[src/rtl/buffer_pkg.sv]
// rtl/buffer_pkg.sv - capture-buffer timestamp constants and the {time, index} word layout
package buffer_pkg;
    localparam int TSTAMP_WIDTH       = 64;
    localparam int SAMPLE_INDEX_WIDTH = 14;
    localparam int TIME_WIDTH         = TSTAMP_WIDTH - SAMPLE_INDEX_WIDTH;

    typedef struct packed {
        logic [TIME_WIDTH-1:0]         time_val;
        logic [SAMPLE_INDEX_WIDTH-1:0] index;
    } tstamp_t;
endpackage

[src/rtl/rx_pkg.sv]
// rtl/rx_pkg.sv - receive-path constants shared by the capture blocks
package rx_pkg;
    localparam int DATA_WIDTH = 256;
endpackage

[src/rtl/sample_reconstructor_skid.sv]
// rtl/sample_reconstructor_skid.sv - 2-entry registered output skid buffer, full throughput
module sample_reconstructor_skid #(
    parameter int WIDTH = 8
) (
    input  logic             clk_i,
    input  logic             rst_i,
    input  logic [WIDTH-1:0] s_data_i,
    input  logic             s_valid_i,
    output logic             s_ready_o,
    output logic [WIDTH-1:0] m_data_o,
    output logic             m_valid_o,
    input  logic             m_ready_i
);
    logic [WIDTH-1:0] out_data_q, out_data_d;
    logic [WIDTH-1:0] skid_data_q, skid_data_d;
    logic             out_valid_q, out_valid_d;
    logic             skid_valid_q, skid_valid_d;

    always_ff @(posedge clk_i or posedge rst_i) begin
        if (rst_i) begin
            out_data_q   <= '0;
            out_valid_q  <= 1'b0;
            skid_data_q  <= '0;
            skid_valid_q <= 1'b0;
        end else begin
            out_data_q   <= out_data_d;
            out_valid_q  <= out_valid_d;
            skid_data_q  <= skid_data_d;
            skid_valid_q <= skid_valid_d;
        end
    end

    // Ready depends only on the skid flag, so upstream sees no combinational path from m_ready_i.
    always_comb begin
        out_data_d   = out_data_q;
        out_valid_d  = out_valid_q;
        skid_data_d  = skid_data_q;
        skid_valid_d = skid_valid_q;
        if (!out_valid_q || m_ready_i) begin
            if (skid_valid_q) begin
                out_data_d   = skid_data_q;
                out_valid_d  = 1'b1;
                skid_valid_d = 1'b0;
            end else begin
                out_valid_d = s_valid_i;
                if (s_valid_i) begin
                    out_data_d = s_data_i;
                end
            end
        end else if (s_valid_i && !skid_valid_q) begin
            skid_data_d  = s_data_i;
            skid_valid_d = 1'b1;
        end
    end

    assign s_ready_o = !skid_valid_q;
    assign m_data_o  = out_data_q;
    assign m_valid_o = out_valid_q;
endmodule

[src/rtl/sample_reconstructor.sv]
// rtl/sample_reconstructor.sv - rebuilds a time-contiguous batch stream from segments; SAMPLE_RECONSTRUCTOR_GAP_MARKER_EN selects one-beat gap markers
module sample_reconstructor #(
    parameter int                    DATA_WIDTH         = rx_pkg::DATA_WIDTH,
    parameter int                    TSTAMP_WIDTH       = buffer_pkg::TSTAMP_WIDTH,
    parameter int                    SAMPLE_INDEX_WIDTH = buffer_pkg::SAMPLE_INDEX_WIDTH,
    parameter logic [DATA_WIDTH-1:0] FILL_VALUE         = '0
) (
    input  logic                    adc_clk,
    input  logic                    adc_reset,
    input  logic [DATA_WIDTH-1:0]   data_in_data,
    input  logic                    data_in_valid,
    input  logic                    data_in_last,
    output logic                    data_in_ready,
    input  logic [TSTAMP_WIDTH-1:0] tstamp_in_data,
    input  logic                    tstamp_in_valid,
    input  logic                    tstamp_in_last,
    output logic                    tstamp_in_ready,
    output logic [DATA_WIDTH-1:0]   data_out_data,
    output logic                    data_out_valid,
    output logic                    data_out_last,
    input  logic                    data_out_ready,
    output logic                    gap_marker,
    output logic                    error
);
    localparam int SW = SAMPLE_INDEX_WIDTH;
    localparam int TW = TSTAMP_WIDTH - SAMPLE_INDEX_WIDTH;

    typedef enum logic [2:0] {
        ST_IDLE, ST_FETCH_CUR, ST_FETCH_NEXT, ST_DATA, ST_FILL, ST_DROP
    } state_t;

    state_t          state_q, state_d;
    logic [TW-1:0]   cur_time_q, cur_time_d, nxt_time_q, nxt_time_d;
    logic [SW-1:0]   cur_idx_q, cur_idx_d, nxt_idx_q, nxt_idx_d;
    logic            nxt_valid_q, nxt_valid_d, nxt_last_q, nxt_last_d;
    logic [SW-1:0]   batch_cnt_q, batch_cnt_d;
    logic [TW-1:0]   fill_cnt_q, fill_cnt_d;
    logic            error_q, error_d;

    logic [TW-1:0]   ts_time;
    logic [SW-1:0]   ts_idx;
    logic [TW-1:0]   gap;
    logic            seg_end, do_promote;
    logic            push_valid, push_ready, push_last;
    logic [DATA_WIDTH-1:0] push_data;

    assign ts_time = tstamp_in_data[TSTAMP_WIDTH-1:SW];
    assign ts_idx  = tstamp_in_data[SW-1:0];
    assign seg_end = nxt_valid_q && (batch_cnt_q == nxt_idx_q);
    // Both differences wrap in their own field widths; a set MSB means the segments overlap.
    assign gap     = nxt_time_q - (cur_time_q + TW'(nxt_idx_q - cur_idx_q));

    always_ff @(posedge adc_clk or posedge adc_reset) begin
        if (adc_reset) begin
            state_q     <= ST_IDLE;
            cur_time_q  <= '0;
            cur_idx_q   <= '0;
            nxt_time_q  <= '0;
            nxt_idx_q   <= '0;
            nxt_valid_q <= 1'b0;
            nxt_last_q  <= 1'b0;
            batch_cnt_q <= '0;
            fill_cnt_q  <= '0;
            error_q     <= 1'b0;
        end else begin
            state_q     <= state_d;
            cur_time_q  <= cur_time_d;
            cur_idx_q   <= cur_idx_d;
            nxt_time_q  <= nxt_time_d;
            nxt_idx_q   <= nxt_idx_d;
            nxt_valid_q <= nxt_valid_d;
            nxt_last_q  <= nxt_last_d;
            batch_cnt_q <= batch_cnt_d;
            fill_cnt_q  <= fill_cnt_d;
            error_q     <= error_d;
        end
    end

    always_comb begin
        state_d         = state_q;
        cur_time_d      = cur_time_q;
        cur_idx_d       = cur_idx_q;
        nxt_time_d      = nxt_time_q;
        nxt_idx_d       = nxt_idx_q;
        nxt_valid_d     = nxt_valid_q;
        nxt_last_d      = nxt_last_q;
        batch_cnt_d     = batch_cnt_q;
        fill_cnt_d      = fill_cnt_q;
        error_d         = error_q;
        data_in_ready   = 1'b0;
        tstamp_in_ready = 1'b0;
        push_valid      = 1'b0;
        push_data       = data_in_data;
        push_last       = data_in_last;
        do_promote      = 1'b0;
        case (state_q)
            ST_IDLE: state_d = ST_FETCH_CUR;
            ST_FETCH_CUR: begin
                tstamp_in_ready = 1'b1;
                if (tstamp_in_valid) begin
                    cur_time_d  = ts_time;
                    cur_idx_d   = ts_idx;
                    nxt_valid_d = 1'b0;
                    state_d     = tstamp_in_last ? ST_DATA : ST_FETCH_NEXT;
                end
            end
            ST_FETCH_NEXT: begin
                tstamp_in_ready = 1'b1;
                if (tstamp_in_valid) begin
                    nxt_time_d  = ts_time;
                    nxt_idx_d   = ts_idx;
                    nxt_valid_d = 1'b1;
                    nxt_last_d  = tstamp_in_last;
                    state_d     = ST_DATA;
                end
            end
            ST_DATA: begin
                if (seg_end) begin
                    if (gap[TW-1]) begin
                        error_d = 1'b1;
                    end
                    if (gap[TW-1] || gap == '0) begin
                        do_promote = 1'b1;
                    end else begin
                        fill_cnt_d = gap;
                        state_d    = ST_FILL;
                    end
                end else begin
                    data_in_ready = push_ready;
                    push_valid    = data_in_valid;
                    if (data_in_valid && push_ready) begin
                        batch_cnt_d = batch_cnt_q + SW'(1);
                        if (data_in_last) begin
                            batch_cnt_d = '0;
                            fill_cnt_d  = '0;
                            nxt_valid_d = 1'b0;
                            // Capture ended before the announced segment: flush any unread timestamps.
                            if (nxt_valid_q) begin
                                error_d = 1'b1;
                                state_d = nxt_last_q ? ST_IDLE : ST_DROP;
                            end else begin
                                state_d = ST_IDLE;
                            end
                        end
                    end
                end
            end
            ST_FILL: begin
                push_valid = 1'b1;
                push_last  = 1'b0;
`ifdef SAMPLE_RECONSTRUCTOR_GAP_MARKER_EN
                push_data = DATA_WIDTH'(fill_cnt_q);
                if (push_ready) begin
                    do_promote = 1'b1;
                end
`else
                push_data = FILL_VALUE;
                if (push_ready) begin
                    fill_cnt_d = fill_cnt_q - TW'(1);
                    if (fill_cnt_q == TW'(1)) begin
                        do_promote = 1'b1;
                    end
                end
`endif
            end
            ST_DROP: begin
                tstamp_in_ready = 1'b1;
                if (tstamp_in_valid && tstamp_in_last) begin
                    state_d = ST_IDLE;
                end
            end
            default: state_d = ST_IDLE;
        endcase
        if (do_promote) begin
            cur_time_d  = nxt_time_q;
            cur_idx_d   = nxt_idx_q;
            nxt_valid_d = 1'b0;
            state_d     = nxt_last_q ? ST_DATA : ST_FETCH_NEXT;
        end
    end

`ifdef SAMPLE_RECONSTRUCTOR_GAP_MARKER_EN
    localparam int PW = DATA_WIDTH + 2;
    logic [PW-1:0] push_pack, pop_pack;
    assign push_pack     = {state_q == ST_FILL, push_last, push_data};
    assign gap_marker    = pop_pack[DATA_WIDTH+1];
`else
    localparam int PW = DATA_WIDTH + 1;
    logic [PW-1:0] push_pack, pop_pack;
    assign push_pack     = {push_last, push_data};
    assign gap_marker    = 1'b0;
`endif
    assign data_out_last = pop_pack[DATA_WIDTH];
    assign data_out_data = pop_pack[DATA_WIDTH-1:0];
    assign error         = error_q;

    sample_reconstructor_skid #(
        .WIDTH(PW)
    ) u_skid (
        .clk_i    (adc_clk),
        .rst_i    (adc_reset),
        .s_data_i (push_pack),
        .s_valid_i(push_valid),
        .s_ready_o(push_ready),
        .m_data_o (pop_pack),
        .m_valid_o(data_out_valid),
        .m_ready_i(data_out_ready)
    );
endmodule

[config.mk]
export PLATFORM = sky130hd
export DESIGN_NAME = sample_reconstructor
export DESIGN_NICKNAME = d
export VERILOG_FILES = /design/src/rtl/buffer_pkg.sv /design/src/rtl/rx_pkg.sv /design/src/rtl/sample_reconstructor_skid.sv /design/src/rtl/sample_reconstructor.sv
export SDC_FILE = /design/constraint.sdc
export NUM_CORES = 2
export LEC_CHECK = 0
export CORE_MARGIN = 1
export CORE_UTILIZATION = 49
export DETAILED_ROUTE_END_ITERATION = 12
export PLACE_DENSITY = 0.77
export SLEW_MARGIN = 30
export SYNTH_ARGS = -nofsm -noshare
export SYNTH_HDL_FRONTEND = slang
export SYNTH_SLANG_ARGS = --single-unit
[constraint.sdc]
create_clock -name adc_clk -period 23.9 [get_ports adc_clk]
set_input_delay 4.78 -clock adc_clk [delete_from_list [all_inputs] [get_ports adc_clk]]
set_output_delay 4.78 -clock adc_clk [all_outputs]
set_load 0.01 [all_outputs]
==> flow_summary.ini <==
[grt]
grt_max_degree = 243
grt_util_met1_pct = 37.0
antenna_found_initial = 27
grt_first_pass_wirelength_mm = 177
grt_overflow = 0
grt_usage_pct = 28.8
grtUsageMet3_pct = 6.07
grt_pass1_vias = 32000
busiest_layer = met2
grtUsageMet2_pct = 45.2

[synthesis]
syn_inst = 4305
synth_seq_cells = 714
synth.distinct_cells = 90
yosysWarnings = 0
ys_seq_area_share_pct = 48.3
synthesis.nets = 4750
synth_edf_count = 0
synth_top_flop_cell = dfrtp_1
async_flop_share_pct = 100
synth_top_cell_area_share_pct = 48.3
synth_top_area_cell = dfrtp_1
avgSynthCellArea_sq_um = 8.59
synth_area_sq_um = 37000
synth.area.top_cells = dfrtp_1 (48%), a21oi_1 (8.4%), nand2_1 (6.7%), nor2_1 (6.7%), o21ai_0 (5.0%)

[worst_setup_path]
path_class = reg2reg
end_kind = flip-flop
rr_endpoint = fill_cnt_q[16]$_DFFE_PP0P_
crit_top_cell = o21ai_0
cp_max_fo = 24
ff2ff_path_depth = 28
worst-path-stages = 28
crit_family = compound AO/OA/AOI/OAI gates
max_stage_delay_ps = 770
worst-path-buf-inv = 1
cp-startpoint = nxt_idx_q[1]$_DFFE_PP0P_
cp.required_ps = 24400
arrival_ps = 9190
reg2reg_slack_ps = 15220
crit_path_start_kind = flip-flop
r2r-start = nxt_idx_q[1]$_DFFE_PP0P_
slowest_stage = o31ai_1

[clock_network]
ctsLongestPathBuffers = 3
clk_latency_ps = 640
clkTransAtPathRegs_ps = 60
cts_buffers = 79
post_cts_buffers = 0
cts_sinks = 714
cts_hold_buf = 0
cts_tree = yes
cts.root.buffer_cell = clkbuf_16
cts_resized = 0
h-tree-depth = 3

[die]
coreArea_sq_um = 74600
rows = 100
io-pin-count = 589
start_util_pct = 49.6
die_w_um = 277
die_h_um = 277
design.die.area_sq_um = 76600

[sta]
finalMaxSlewViolations = 0
setup_violations = 0
tightest_slew_ps = 1100
setup_tns_ps = 0
max_freq_mhz = 115
hold_violations = 0
timing.final.crit_share_pct = 36.3
skew_ps = 37.7
rsz0062_at_grt = no
slew_headroom_pct = 26.7
fin_crit_ps = 8680

[drt]
via_count = 33100
drt_iter0_drc = 3040
ant_nets = 0
vias_per_cell = 5.74
drtPass1Iterations = 6
wl_per_cell_um = 19.4
totalWireLength_mm = 112
drc_errors = 0

[status]
outcome = completed

[worst_hold_path]
whs_endpoint = u_skid.skid_data_q[55]$_DFFE_PP0P_
hp-class = reg2reg
min_from = u_skid.skid_data_q[55]$_DFFE_PP0P_
min_path_cells = 2

[finish]
fillCellCount = 6172
multi_input_area_sq_um = 17600
regArea_sq_um = 17900
final_cell_mix = dfrtp_1 (713), nand2_1 (660), nor2_1 (659)
syn_to_final_growth_pct = 24.6
final_common_cell = dfrtp_1
drive_gt1_share_pct = 5.32
nets = 5161

[placed_design]
place_hpwl_mm = 76.9
place_congestion = 0.921
io_buffers = 587

[flow_run]
drv_cap = 0
## kinds of logic after synthesis
| logic type | after synthesis | share of synthesized area, % |
|---|---|---|
| AO/OA/AOI/OAI | 1351 | 21.1 |
| multiplexers | 65 | 1.95 |
| buffers and inverters | 412 | 4.30 |
| flip-flops | 714 | 48.3 |
| adder cells (fa/ha/maj) | 118 | 5.01 |
| AND/OR/NAND/NOR | 1580 | 17.8 |
| XOR/XNOR | 64 | 1.52 |
| other | 1 | 0.0101 |
## cell usage after synthesis (17+ instances only)
master      n
a31oi_1    17
clkbuf_1  271
nand2_1   661
xnor2_1    37
o21ai_1    22
nand3_1    34
a21o_1     36
nor3_1     49
o211ai_1   21
nor2_1    661
o21ai_0   367
o31ai_1    64
a21oi_1   620
dfrtp_1   714
a22oi_1    59
xor2_1     27
nand4_1    27
mux2_2     57
inv_1     119
nor4_1     18
ha_1       68
o21a_1     18
fa_1       50
and3_1     23
## layer usage
metal | up-vias | part of all wire [%]
li1 | 15700 | -
met1 | 15900 | 41
met2 | 1206 | 47
met3 | 300 | 6.9
met4 | 12 | 5.6
met5 | - | 0.073
## tightest hold or removal path, stage by stage, from the launching register on
cell,delay [ps]
dfrtp_1,340
nand2_1,40
o21ai_0,60
## how the worst max path moves through the flow
| stage | slack [ps] | end |
|---|---|---|
| global route | 14740 | fill_cnt_q[7]$_DFFE_PP0P_ |
| floorplan | 9340 | batch_cnt_q[0]$_DFFE_PP0P_ |
| CTS | 15370 | u_skid.skid_data_q[140]$_DFFE_PP0P_ |
| finish | 15220 | fill_cnt_q[16]$_DFFE_PP0P_ |
| global placement | 14710 | u_skid.skid_data_q[110]$_DFFE_PP0P_ |
| detailed placement | 14680 | u_skid.skid_data_q[109]$_DFFE_PP0P_ |
## stage by stage
step | worst slack, ps | instances | hold slack (ps) | utilization [%] | instance area (sq um)
after floorplan | 9340 | 4305 | 450 | - | 37000
after global placement | 14710 | 5602 | 461 | 58.1 | 43300
after detailed placement | 14680 | 5602 | 468 | 58.1 | 43300
after CTS | 15370 | 5742 | 483 | 61.6 | 45900
after global routing | 14740 | 5765 | 499 | 61.8 | 46100
final | 15220 | 5766 | 478 | 61.8 | 46100
## sequential cells by signal, summed over array words and instances, names as in the netlist, 3 cells and up
signal	flops
cur_idx_q	14
nxt_idx_q	14
u_skid.m_data_o	257
cur_time_q	50
state_q	3
fill_cnt_q	50
u_skid.skid_data_q	257
nxt_time_q	50
batch_cnt_q	14
## final cells by class
type	count	share of cell area (%)
Antenna cell	22	0.120
Clock buffer	108	4.83
Clock inverter	32	0.831
Inverter	119	0.978
Multi-Input combinational cell	3179	38.2
Sequential cell	714	38.8
Tap cell	969	2.63
Timing Repair Buffer	623	13.6
Power is not shown: default switching activity piles up to over one toggle a cycle in this logic, so the estimate is an artifact.
